==> config.mk <==
export PLATFORM = sky130hd
export DESIGN_NAME = frame_buffer_ctrl
export DESIGN_NICKNAME = d
export VERILOG_FILES = /design/src/rtl/frame_buffer_ctrl.sv
export SDC_FILE = /design/constraint.sdc
export NUM_CORES = 1
export LEC_CHECK = 0
export ABC_AREA = 1
export CAP_MARGIN = 15
export CORE_ASPECT_RATIO = 0.6
export CORE_UTILIZATION = 40
export CTS_BUF_LIST = sky130_fd_sc_hd__clkbuf_16
export CTS_CLUSTER_SIZE = 14
export DETAILED_ROUTE_END_ITERATION = 10
export GPL_TIMING_DRIVEN = 0
export PLACE_DENSITY = 0.83
export SLEW_MARGIN = 5
export SYNTH_ARGS = -nofsm -noshare
export SYNTH_HDL_FRONTEND = slang
export SYNTH_SLANG_ARGS = --single-unit
==> constraint.sdc <==
create_clock -name clk -period 4.2 [get_ports clk]
set_clock_uncertainty 0.05 [all_clocks]
set_input_delay 0.84 -clock clk [delete_from_list [all_inputs] [get_ports clk]]
set_output_delay 0.84 -clock clk [all_outputs]
set_load 0.01 [all_outputs]
==> src/rtl/frame_buffer_ctrl.sv <==
// frame_buffer_ctrl: double-buffered frame store controller.
// One RAM (front) is scanned out by the VGA side while the renderer writes
// the other (back). A swap is requested by the renderer and applied at the
// next vertical blank. The new back buffer can optionally be cleared after
// the swap.
//
// Write handshake: a write transfers on a rising edge where wr_valid and
// wr_ready are both 1. wr_ready depends only on FSM state and never on
// wr_valid. The back RAM strobe is driven combinationally in that same cycle.
// While wr_ready is 0, wr_valid is ignored and the renderer must hold its
// request until it is accepted.
module frame_buffer_ctrl #(
  parameter int                ADDR_W      = 19,
  parameter int                DATA_W      = 9,
  parameter int                PIXELS      = 307200,
  parameter logic [DATA_W-1:0] CLEAR_COLOR = '0
) (
  input  logic              clk,
  input  logic              reset,
  // renderer write port
  input  logic              wr_valid,
  output logic              wr_ready,
  input  logic [ADDR_W-1:0] wr_addr,
  input  logic [DATA_W-1:0] wr_data,
  // scan-out read port
  input  logic [ADDR_W-1:0] rd_addr,
  output logic [DATA_W-1:0] rd_data,
  // swap control
  input  logic              swap_req,
  input  logic              vblank_start,
  input  logic              clear_on_swap,
  // external RAM 0
  output logic [ADDR_W-1:0] ram0_addr,
  output logic [DATA_W-1:0] ram0_wdata,
  output logic              ram0_we,
  input  logic [DATA_W-1:0] ram0_rdata,
  // external RAM 1
  output logic [ADDR_W-1:0] ram1_addr,
  output logic [DATA_W-1:0] ram1_wdata,
  output logic              ram1_we,
  input  logic [DATA_W-1:0] ram1_rdata,
  // status
  output logic              front_sel,
  output logic              swap_pending,
  output logic              clearing,
  output logic              swap_dropped,
  output logic [7:0]        frame_count,
  output logic [1:0]        fsm_state
);

  typedef enum logic [1:0] {
    IDLE    = 2'd0,
    PENDING = 2'd1,
    CLEAR   = 2'd2
  } state_t;

  localparam logic [ADDR_W-1:0] CLR_LAST = ADDR_W'(PIXELS - 1);

  state_t            state;
  logic [ADDR_W-1:0] clr_cnt;
  // front_sel as it was one cycle ago; matches the RAM's 1-cycle read latency
  logic              prev_front;

  logic              wr_fire;
  logic              back_we;
  logic [ADDR_W-1:0] back_addr;
  logic [DATA_W-1:0] back_wdata;

  assign wr_ready  = (state == IDLE);
  assign wr_fire   = wr_valid && wr_ready;
  assign fsm_state = state;

  // Swap / clear sequencing with all status outputs registered.
  always_ff @(posedge clk) begin
    if (reset) begin
      state        <= IDLE;
      front_sel    <= 1'b0;
      frame_count  <= 8'd0;
      clr_cnt      <= '0;
      swap_pending <= 1'b0;
      clearing     <= 1'b0;
      swap_dropped <= 1'b0;
      prev_front   <= 1'b0;
    end else begin
      prev_front   <= front_sel;
      // a request that arrives while a swap is in progress is lost; flag it
      swap_dropped <= swap_req && (state != IDLE);
      case (state)
        IDLE: begin
          // a vblank coinciding with the request is too early; wait for the next
          if (swap_req) begin
            state        <= PENDING;
            swap_pending <= 1'b1;
          end
        end
        PENDING: begin
          if (vblank_start) begin
            front_sel    <= ~front_sel;
            frame_count  <= frame_count + 8'd1;
            swap_pending <= 1'b0;
            clr_cnt      <= '0;
            if (clear_on_swap) begin
              state    <= CLEAR;
              clearing <= 1'b1;
            end else begin
              state <= IDLE;
            end
          end
        end
        CLEAR: begin
          if (clr_cnt == CLR_LAST) begin
            state    <= IDLE;
            clearing <= 1'b0;
            clr_cnt  <= '0;
          end else begin
            clr_cnt <= clr_cnt + 1'b1;
          end
        end
        default: begin
          state        <= IDLE;
          swap_pending <= 1'b0;
          clearing     <= 1'b0;
          clr_cnt      <= '0;
        end
      endcase
    end
  end

  // Back RAM drive: clear sweep owns it in CLEAR, otherwise the renderer port.
  always_comb begin
    back_we    = !reset && (wr_fire || (state == CLEAR));
    back_addr  = wr_addr;
    back_wdata = wr_data;
    if (state == CLEAR) begin
      back_addr  = clr_cnt;
      back_wdata = CLEAR_COLOR;
    end
  end

  // Route scan-out to the front RAM and the back port to the other one.
  always_comb begin
    ram0_addr  = rd_addr;
    ram0_wdata = '0;
    ram0_we    = 1'b0;
    ram1_addr  = rd_addr;
    ram1_wdata = '0;
    ram1_we    = 1'b0;
    if (front_sel) begin
      ram0_addr  = back_addr;
      ram0_wdata = back_wdata;
      ram0_we    = back_we;
    end else begin
      ram1_addr  = back_addr;
      ram1_wdata = back_wdata;
      ram1_we    = back_we;
    end
  end

  // Read data comes from whichever RAM was addressed as front last cycle.
  assign rd_data = prev_front ? ram1_rdata : ram0_rdata;

endmodule

Word-level counts from Yosys, hierarchy flattened
Index checks and enable logic that the tools add are counted.

Register bits after elaboration: 34.

Add/sub/neg operators: 2. Eq/ne operators: 7. Muxes and demuxes: 24. Bitwise operators: 3. Reduce and logical (&&, ||, !) cells: 12.

Operator list (number): $mux W19 (5); $pmux W19 S3 (1); $mux W9 (4); $add A19 B1 Y19 const B (1); $eq A19 B19 Y1 const B (1); $add A8 B1 Y8 const B (1); $mux W2 (4); $mux W1 (7); $ne A2 B2 Y1 const B (3); $pmux W1 S3 (2); $pmux W2 S3 (1); $reduce_and A3 Y1 (2); $reduce_and A2 Y1 (2); $reduce_and A4 Y1 (1); $logic_and A1 B1 Y1 (3); $not A1 Y1 (3); $eq A2 B1 Y1 const B (1); $eq A2 B2 Y1 const B (1); $logic_not A2 Y1 (1); $ne A2 B1 Y1 const B (1); $reduce_bool A2 Y1 (1); $logic_not A1 Y1 (1); $logic_or A1 B1 Y1 (1).

Longest topological paths before layout
Gate-level depths: netlist of the first run.

Word-level depth: 5. Mapped depth: 10.

Worst setup path before layout of the first run
Ideal clock, no wire load.

Path type: register to output. Start: reg state[1], in the netlist fsm_state[1]. End: out ram0_addr[10]. Arrival time: 1340 ps. Buffers on the path: 1. Path slack: 1970 ps. Cell stages (with the launch flop): 6. Cell sequence: dfxtp_1 > inv_2 > nor2_8 > buf_2 > o21ai_0 > o21ai_0.

Cells in the longest elaborated chain, start to end: 3.

Ends and longest elaborated chain: start, declared (RTL line 59) `state_t state;`; start signal, assigned (RTL line 76) `state <= IDLE;`; start signal, assigned (RTL line 92) `state <= PENDING;`; start signal, assigned (RTL line 103) `state <= CLEAR;`; $eq A2 B2 Y1 (RTL line 134) `if (state == CLEAR) begin`; $mux W19 (RTL line 134); $mux W19 (RTL line 148) `if (front_sel) begin`; end, declared (RTL line 33) `output logic [ADDR_W-1:0] ram0_addr,`.

No other way between the ends.

Final worst setup path of the first run
Start: in reset. End: out ram1_we.

Cells in the longest elaborated chain, start to end: 3.

Ends and longest elaborated chain: start, declared (RTL line 19) `input logic reset,`; $logic_not A1 Y1 (RTL line 131) `back_we = !reset && (wr_fire || (state == CLEAR));`; $logic_and A1 B1 Y1 (RTL line 131); $mux W1 (RTL line 148); end, declared (RTL line 40) `output logic ram1_we,`.

No other way between the ends.

==> report_table.html, run 1 <==
<table>
<tr><th>Metric</th><th>Value</th></tr>
<tr><th colspan="2">Outcome</th></tr>
<tr><td>Status</td><td>finished clean</td></tr>
<tr><th colspan="2">Power</th></tr>
<tr><td>Sequential cell fraction of total power</td><td>27.2%</td></tr>
<tr><td>Max VDD drop</td><td>around 0.23 mV</td></tr>
<tr><td>Internal power summed over all cells</td><td>about 900 µW</td></tr>
<tr><td>Leakage component of the power</td><td>about 1.8 nW</td></tr>
<tr><td>Relative contribution of combinational cells to total power</td><td>~34%</td></tr>
<tr><td>Switching part of the total</td><td>around 28%</td></tr>
<tr><td>P_sw</td><td>~350 µW</td></tr>
<tr><td>Pwr/cell area</td><td>between 200 and 300 nW/µm²</td></tr>
<tr><td>Relative contribution of the clock network to total power</td><td>between 30% and 40%</td></tr>
<tr><th colspan="2">Route</th></tr>
<tr><td>Post-detailed-route wirelength per cell</td><td>between 15 and 20 µm</td></tr>
<tr><td>Number of vias after detailed routing</td><td>roughly 3700</td></tr>
<tr><td>Final routed DRC violation total</td><td>0</td></tr>
<tr><td>Antenna-violating nets left</td><td>0</td></tr>
<tr><td>Total iterations of the first detailed-routing run</td><td>5</td></tr>
<tr><td>Number of DRC markers after the initial detailed-route iteration</td><td>360</td></tr>
<tr><td>Detailed-route wire length</td><td>approximately 12 mm</td></tr>
<tr><td>Detail-routed via count per cell</td><td>roughly 5.3</td></tr>
<tr><th colspan="2">STA</th></tr>
<tr><td>RSZ-0062 raised after global routing</td><td>no</td></tr>
<tr><td>Final hold violations</td><td>0</td></tr>
<tr><td>Hold Worst Slack</td><td>between 400 and 500 ps</td></tr>
<tr><td>Post-route worst setup slack</td><td>slightly above 700 ps</td></tr>
<tr><td>Final Critical Period</td><td>between 3000 and 4000 ps</td></tr>
<tr><td>Highest achievable clock rate</td><td>roughly 290 MHz</td></tr>
<tr><td>Setup-failing EPs final</td><td>0</td></tr>
<tr><td>Number of max-slew violations in the final report</td><td>0</td></tr>
<tr><td>Ratio of final minimum period to clock period</td><td>82.9%</td></tr>
<tr><td>Max_slew headroom</td><td>between 60 and 70%</td></tr>
<tr><td>Sum Neg Setup Slack</td><td>0 ps</td></tr>
<tr><td>Least-Margin Pin Slew</td><td>around 560 ps</td></tr>
<tr><th colspan="2">Clock network</th></tr>
<tr><td>Sinks on Clock Net</td><td>34</td></tr>
<tr><td>H-tree depth</td><td>2</td></tr>
<tr><td>Num CTS Buffers</td><td>5</td></tr>
<tr><td>CTS Buffer Depth</td><td>2</td></tr>
<tr><td>Clock tree from TritonCTS</td><td>built</td></tr>
<tr><td>Post-cts sizing count</td><td>0</td></tr>
<tr><td>CTS Root Cell</td><td>clkbuf_16</td></tr>
<tr><td>Count of hold buffers inserted by post-cts repair</td><td>0</td></tr>
<tr><td>Clock transition at path regs</td><td>60 ps</td></tr>
<tr><td>Number of post-CTS setup repair buffers</td><td>0</td></tr>
<tr><td>Clock Latency Late Sink</td><td>roughly 280 ps</td></tr>
<tr><th colspan="2">Setup path</th></tr>
<tr><td>Kind of start point of the critical path</td><td>input port</td></tr>
<tr><td>Data arrival time of the critical path</td><td>between 2000 and 3000 ps</td></tr>
<tr><td>Max Fanout on Critical Path</td><td>10</td></tr>
<tr><td>Type of element capturing the critical path</td><td>primary output</td></tr>
<tr><td>Worst Path Class, Setup</td><td>input port to primary output</td></tr>
<tr><td>WP data required</td><td>around 3300 ps</td></tr>
<tr><th colspan="2">Synth</th></tr>
<tr><td>Share of synthesized area occupied by flip-flops and latches</td><td>between 20 and 25%</td></tr>
<tr><td>Post-synth cell types</td><td>33</td></tr>
<tr><td>Post-synthesis async set-or-reset flop share</td><td>0%</td></tr>
<tr><td>Net count after synthesis</td><td>between 500 and 600</td></tr>
<tr><td>Top_reg_cell synth</td><td>dfxtp_1</td></tr>
<tr><td>Yosys warning total</td><td>0</td></tr>
<tr><td>Count of mapped cells out of synthesis</td><td>around 460</td></tr>
<tr><td>Synth Register Bits</td><td>34</td></tr>
<tr><td>Mapped cell area</td><td>2750 µm²</td></tr>
<tr><td>Post-synthesis average cell area</td><td>6.00 µm²</td></tr>
<tr><td>Post-synth EDFFs</td><td>0</td></tr>
<tr><th colspan="2">Floorplan</th></tr>
<tr><td>Die Span Y</td><td>about 66 µm</td></tr>
<tr><td>Starting Density</td><td>a little over two fifths</td></tr>
<tr><td>I/O pin count</td><td>~150</td></tr>
<tr><td>Core area</td><td>approximately 6400 µm²</td></tr>
<tr><td>Number of placement rows</td><td>22</td></tr>
<tr><td>Die area</td><td>around 7200 µm²</td></tr>
<tr><td>Floorplan die width</td><td>109 µm</td></tr>
<tr><th colspan="2">GRT</th></tr>
<tr><td>Pin count of the biggest net entering global routing</td><td>13</td></tr>
<tr><td>Number of antenna violations at the first check in global routing</td><td>1</td></tr>
<tr><td>Overall track demand over capacity in global routing</td><td>between 30% and 40%</td></tr>
<tr><td>Global route total overflow</td><td>0</td></tr>
<tr><td>Vias in the first global route</td><td>3300</td></tr>
<tr><td>Global-route wire length before repair</td><td>roughly 17 mm</td></tr>
<tr><th colspan="2">Placed design</th></tr>
<tr><td>Final RePlAce weighted congestion</td><td>0.952</td></tr>
<tr><td>Number of cells after detailed placement</td><td>a little under 700</td></tr>
<tr><td># port buffers</td><td>about 150</td></tr>
<tr><td>Worst Setup Slack post-DPL</td><td>752 ps</td></tr>
<tr><td>Final HPWL DP</td><td>about 9.5 mm</td></tr>
<tr><th colspan="2">Worst hold path</th></tr>
<tr><td>Worst Hold Class</td><td>flip-flop to flip-flop</td></tr>
<tr><th colspan="2">Final layout</th></tr>
<tr><td>Ant. Diodes</td><td>0</td></tr>
<tr><td>Number of fillers in the final layout</td><td>~520</td></tr>
<tr><td>Final Instance Count excl. Fillers</td><td>about 700</td></tr>
<tr><td>Area taken by multi-input logic gates</td><td>about 1800 µm²</td></tr>
<tr><td>Area growth from synthesis to final layout</td><td>66.2%</td></tr>
<tr><td>Share of layout cells above drive strength 1</td><td>about 7.9%</td></tr>
<tr><td>Total number of nets in the final design</td><td>690</td></tr>
<tr><td>Register Area</td><td>about 700 µm²</td></tr>
<tr><th colspan="2">Flow run</th></tr>
<tr><td>Max-Cap Viols</td><td>0</td></tr>
</table>
## cells by family after synthesis
family / count (synthesis) / share of synthesized area [%]
buf+inv: 71 / 11.0
simple gates: 247 / 40.4
mux: 12 / 4.78
xor+xnor: 7 / 2.23
fa+ha+maj: 2 / 0.910
compound gates: 85 / 15.9
flops: 34 / 24.8
## layout by cell type, fill, tap and decap left out, types with 2 or more instances in the layout
| cell | instances |
|---|---|
| mux2_2 | 9 |
| buf_4 | 2 |
| clkbuf_1 | 12 |
| a21oi_2 | 2 |
| buf_2 | 3 |
| o21ai_1 | 4 |
| xor2_1 | 7 |
| bufinv_16 | 2 |
| nand4_1 | 4 |
| inv_1 | 46 |
| nand2_4 | 2 |
| inv_2 | 4 |
| buf_6 | 2 |
| nor2_4 | 2 |
| nand2_2 | 6 |
| nor3_1 | 27 |
| clkbuf_16 | 5 |
| o21ai_0 | 65 |
| dfxtp_1 | 34 |
| nand3_1 | 32 |
| nor2_2 | 5 |
| clkdlybuf4s50_1 | 152 |
| nand2_1 | 121 |
| mux2i_1 | 3 |
| nor2_1 | 43 |
| a21oi_1 | 12 |
| ha_1 | 2 |
## power by group through the flow
stage	Clock [mW]	Sequential, mW	Combinational [mW]
2_1_floorplan	0	0.349	0.164
3_3_place_gp	0	0.348	0.415
3_5_place_dp	0	0.348	0.423
4_1_cts	0.486	0.341	0.425
5_1_grt	0.500	0.343	0.457
6_report	0.485	0.342	0.427
## metrics by stage
| stage | instance area (µm²) | util (%) | power (mW) |
|---|---|---|---|
| after global routing | 4570 | 71.9 | 1.30 |
| after floorplan | 2750 | - | 0.513 |
| after global placement | 4380 | 68.8 | 0.763 |
| after CTS | 4570 | 71.9 | 1.25 |
| final | 4570 | 71.9 | 1.25 |
| after detailed placement | 4380 | 68.8 | 0.771 |
## critical path, stage by stage
cell	delay, ps
clkdlybuf4s50_1	540
clkbuf_1	330
nor3_1	290
clkdlybuf4s50_1	590
## final timing paths
check        slack [ps]          end  depth (start not counted)        from
max                 720      ram1_we                          4       reset
min                 440     clearing                          2    clearing
min reg2reg         440     clearing                          2    clearing
max reg2reg        2360  clr_cnt[12]                         10  clr_cnt[1]
## per-layer routing
metal	GRT usage, %	wire length, µm	up-vias
met5	0	18	-
met1	45.3	5370	1694
li1	-	-	1808
met4	5.91	181	2
met3	8.57	1140	24
met2	48.0	4930	203
## cells in the mapped netlist (5+ instances only)
| master | count | area, µm² |
|---|---|---|
| dfxtp_1 | 34 | 681 |
| mux2_2 | 9 | 101 |
| nor2_2 | 5 | 31.3 |
| nor3_1 | 27 | 135 |
| nand3_1 | 32 | 160 |
| xor2_1 | 7 | 61.3 |
| a21oi_1 | 12 | 60.1 |
| nand2_1 | 121 | 454 |
| inv_1 | 46 | 173 |
| nor2_1 | 43 | 161 |
| clkbuf_1 | 12 | 45.0 |
| o21ai_0 | 65 | 325 |
| nand2_2 | 6 | 37.5 |
## registers in the layout (all words and copies together) (netlist names)
register	count
prev_front	1
clr_cnt	19
front_sel	1
clearing	1
frame_count	8
swap_dropped	1
swap_pending	1
fsm_state	2
## cell type report
cell class                      count  share of cell area, %
Timing Repair Buffer              152                   33.3
Tap cell                           84                   2.30
Inverter                           51                   4.19
Multi-Input combinational cell    353                   38.6
Clock inverter                      3                   1.51
Clock buffer                        5                   2.74
Sequential cell                    34                   14.9
Buffer                             20                   2.44
(Power assumes the default switching activity.)
==> run 2: changes to the inputs <==
CORE_UTILIZATION = 39   (was 40)
PLACE_DENSITY = 0.81   (was 0.83)
clock period = 3.6 ns   (was 4.2 ns; I/O delays follow)
==> run 2 against run 1 <==
Highest routed layer is now met4. Final area decreased by 0.44%. Largest power group is now combinational logic. Via count fell by 0.48%. Combinational power is 17% higher. Largest cell class unchanged. Global-route usage decreased by 1.6 points.
==> report_table.html, run 2 (same netlist as run 1, synthesis figures left out) <==
<table>
<tr><th>Metric</th><th>Value</th></tr>
<tr><th colspan="2">Outcome</th></tr>
<tr><td>Status</td><td>finished clean</td></tr>
<tr><th colspan="2">STA</th></tr>
<tr><td>Setup-failing EPs final</td><td>0</td></tr>
<tr><td>RSZ-0062 raised after global routing</td><td>no</td></tr>
<tr><td>Max_slew headroom</td><td>61.7%</td></tr>
<tr><td>Ratio of final minimum period to clock period</td><td>88.5%</td></tr>
<tr><td>Highest achievable clock rate</td><td>314 MHz</td></tr>
<tr><td>Least-Margin Pin Slew</td><td>approximately 570 ps</td></tr>
<tr><td>Final Critical Period</td><td>~3200 ps</td></tr>
<tr><td>Final hold violations</td><td>0</td></tr>
<tr><td>Sum Neg Setup Slack</td><td>0 ps</td></tr>
<tr><td>Number of max-slew violations in the final report</td><td>0</td></tr>
<tr><th colspan="2">Setup path</th></tr>
<tr><td>Critical R2R Launch</td><td>clr_cnt[1]</td></tr>
<tr><td>Worst Path Class, Setup</td><td>input port to primary output</td></tr>
<tr><td>Kind of start point of the critical path</td><td>input port</td></tr>
<tr><td>Type of element capturing the critical path</td><td>primary output</td></tr>
<tr><td>Data arrival time of the critical path</td><td>between 2000 and 2500 ps</td></tr>
<tr><td>Register-to-register path setup slack</td><td>1750 ps</td></tr>
<tr><td>Capture instance of the worst register-to-register path</td><td>clr_cnt[2]</td></tr>
<tr><td>Number of cell instances on the worst register-to-register path</td><td>10</td></tr>
<tr><td>WP data required</td><td>between 2000 and 3000 ps</td></tr>
<tr><td>Max Fanout on Critical Path</td><td>10</td></tr>
<tr><th colspan="2">Floorplan</th></tr>
<tr><td>Floorplan die width</td><td>around 110 µm</td></tr>
<tr><td>Starting Density</td><td>about two fifths</td></tr>
<tr><td>Die area</td><td>about 7400 µm²</td></tr>
<tr><td>Die Span Y</td><td>~67 µm</td></tr>
<tr><td>Number of placement rows</td><td>23</td></tr>
<tr><td>I/O pin count</td><td>~150</td></tr>
<tr><td>Core area</td><td>about 6700 µm²</td></tr>
<tr><th colspan="2">Final layout</th></tr>
<tr><td>Number of fillers in the final layout</td><td>between 500 and 600</td></tr>
<tr><td>Largest Register</td><td>clr_cnt</td></tr>
<tr><td>Ant. Diodes</td><td>0</td></tr>
<tr><td>Share of layout cells above drive strength 1</td><td>about 8%</td></tr>
<tr><td>Total number of nets in the final design</td><td>690</td></tr>
<tr><td>Area taken by multi-input logic gates</td><td>1770 µm²</td></tr>
<tr><td>Area growth from synthesis to final layout</td><td>65.5%</td></tr>
<tr><td>Commonest non-fill, non-tap cell in the layout</td><td>clkdlybuf4s50_1</td></tr>
<tr><td>Flip-flop count of the largest register after layout</td><td>19</td></tr>
<tr><td>Register Area</td><td>slightly below 700 µm²</td></tr>
<tr><td>Commonest cells after routing, fill and taps aside</td><td>clkdlybuf4s50_1 (152), nand2_1 (121), o21ai_0 (65)</td></tr>
<tr><th colspan="2">Clock network</th></tr>
<tr><td>Clock tree from TritonCTS</td><td>built</td></tr>
<tr><td>Post-cts sizing count</td><td>0</td></tr>
<tr><td>Num CTS Buffers</td><td>5</td></tr>
<tr><td>Number of post-CTS setup repair buffers</td><td>0</td></tr>
<tr><td>Sinks on Clock Net</td><td>34</td></tr>
<tr><td>Clock transition at path regs</td><td>60 ps</td></tr>
<tr><td>CTS Root Cell</td><td>clkbuf_16</td></tr>
<tr><td>Clock Latency Late Sink</td><td>280 ps</td></tr>
<tr><td>Count of hold buffers inserted by post-cts repair</td><td>0</td></tr>
<tr><td>CTS Buffer Depth</td><td>2</td></tr>
<tr><td>H-tree depth</td><td>2</td></tr>
<tr><th colspan="2">Route</th></tr>
<tr><td>Number of vias after detailed routing</td><td>~3700</td></tr>
<tr><td>Detailed-route wire length</td><td>11.4 mm</td></tr>
<tr><td>Post-detailed-route wirelength per cell</td><td>roughly 16 µm</td></tr>
<tr><td>Detail-routed via count per cell</td><td>approximately 5.3</td></tr>
<tr><td>Final routed DRC violation total</td><td>0</td></tr>
<tr><td>Antenna-violating nets left</td><td>0</td></tr>
<tr><td>Number of DRC markers after the initial detailed-route iteration</td><td>~420</td></tr>
<tr><td>Total iterations of the first detailed-routing run</td><td>5</td></tr>
<tr><th colspan="2">GRT</th></tr>
<tr><td>Vias in the first global route</td><td>3174</td></tr>
<tr><td>Overall track demand over capacity in global routing</td><td>30.3%</td></tr>
<tr><td>Number of antenna violations at the first check in global routing</td><td>0</td></tr>
<tr><td>Global-route wire length before repair</td><td>between 15 and 20 mm</td></tr>
<tr><td>Pin count of the biggest net entering global routing</td><td>13</td></tr>
<tr><td>Global route total overflow</td><td>0</td></tr>
<tr><th colspan="2">Power</th></tr>
<tr><td>Switching part of the total</td><td>between 20% and 30%</td></tr>
<tr><td>Relative contribution of the clock network to total power</td><td>35.7%</td></tr>
<tr><td>Total power</td><td>~1.4 mW</td></tr>
<tr><td>Max VDD drop</td><td>0.269 mV</td></tr>
<tr><td>Pwr/cell area</td><td>307 nW/µm²</td></tr>
<tr><td>Leakage component of the power</td><td>1.75 nW</td></tr>
<tr><td>Sequential cell fraction of total power</td><td>28.5%</td></tr>
<tr><td>P_sw</td><td>414 µW</td></tr>
<tr><td>Internal power summed over all cells</td><td>around 980 µW</td></tr>
<tr><td>Relative contribution of combinational cells to total power</td><td>a little over a third</td></tr>
<tr><th colspan="2">Worst hold path</th></tr>
<tr><td>Worst Hold Class</td><td>flip-flop to flip-flop</td></tr>
<tr><td>Worst hold path stage count</td><td>2</td></tr>
<tr><td>Hold endpoint</td><td>clearing</td></tr>
<tr><td>Min-delay src</td><td>clearing</td></tr>
<tr><th colspan="2">Placed design</th></tr>
<tr><td>Final RePlAce weighted congestion</td><td>between 0.9 and 1</td></tr>
<tr><td># port buffers</td><td>~150</td></tr>
<tr><td>Final HPWL DP</td><td>~9.4 mm</td></tr>
<tr><th colspan="2">Flow run</th></tr>
<tr><td>Max-Cap Viols</td><td>0</td></tr>
</table>
-- run 2: cell types whose count changed in the layout (fill, tap and decap cells not counted) --
cell	change
bufinv_16	-1
clkinvlp_4	+2
clkinv_4	-1
-- run 2: per-layer routing --
| metal | share of wire [%] | track usage [%] |
|---|---|---|
| met1 | 46 | 44.6 |
| met4 | 0.35 | 4.11 |
| met2 | 43 | 45.6 |
| met5 | 0 | 0 |
| met3 | 10 | 6.36 |
-- run 2: layout make-up --
| cell class | count | area share, % |
|---|---|---|
| multi-input cells | 353 | 38.8 |
| repair buffers | 152 | 33.4 |
| flip-flops and latches | 34 | 15.0 |
| inverters | 51 | 4.21 |
| clock buffers | 5 | 2.75 |
| plain buffers | 20 | 2.45 |
| well taps | 87 | 2.39 |
| clock inverters | 3 | 0.990 |
-- run 2: how the worst max path moves through the flow --
stage | from | endpoint | slack, ps | cells past startpoint
after floorplan | fsm_state[1] | ram0_addr[10] | 1490 | 5
after global placement | reset | ram1_we | 440 | 4
after detailed placement | reset | ram1_we | 410 | 4
after CTS | reset | ram1_we | 400 | 4
after global routing | reset | ram1_we | 320 | 4
final | reset | ram1_we | 410 | 4
-- run 2: metrics by stage --
step	util [%]	hold WS (ps)	cells	worst slack, ps	instance area, µm²
finish	67.6	404	705	413	4550
global route	67.6	430	705	318	4550
CTS	67.6	407	705	403	4550
detailed placement	65.0	399	697	410	4380
global placement	65.0	394	697	439	4380
floorplan	-	411	458	1490	2750
-- run 2: critical path, cell delays in order --
cell and delay, ps:
clkdlybuf4s50_1 600, clkbuf_1 490, nor3_1 100, clkdlybuf4s50_1 510
-- run 2: power by group through the flow --
stage	logic (mW)	registers [mW]	clock network, mW
3_5_place_dp	0.494	0.406	0
5_1_grt	0.534	0.399	0.521
3_3_place_gp	0.486	0.406	0
6_report	0.499	0.397	0.498
2_1_floorplan	0.192	0.408	0
4_1_cts	0.496	0.397	0.502
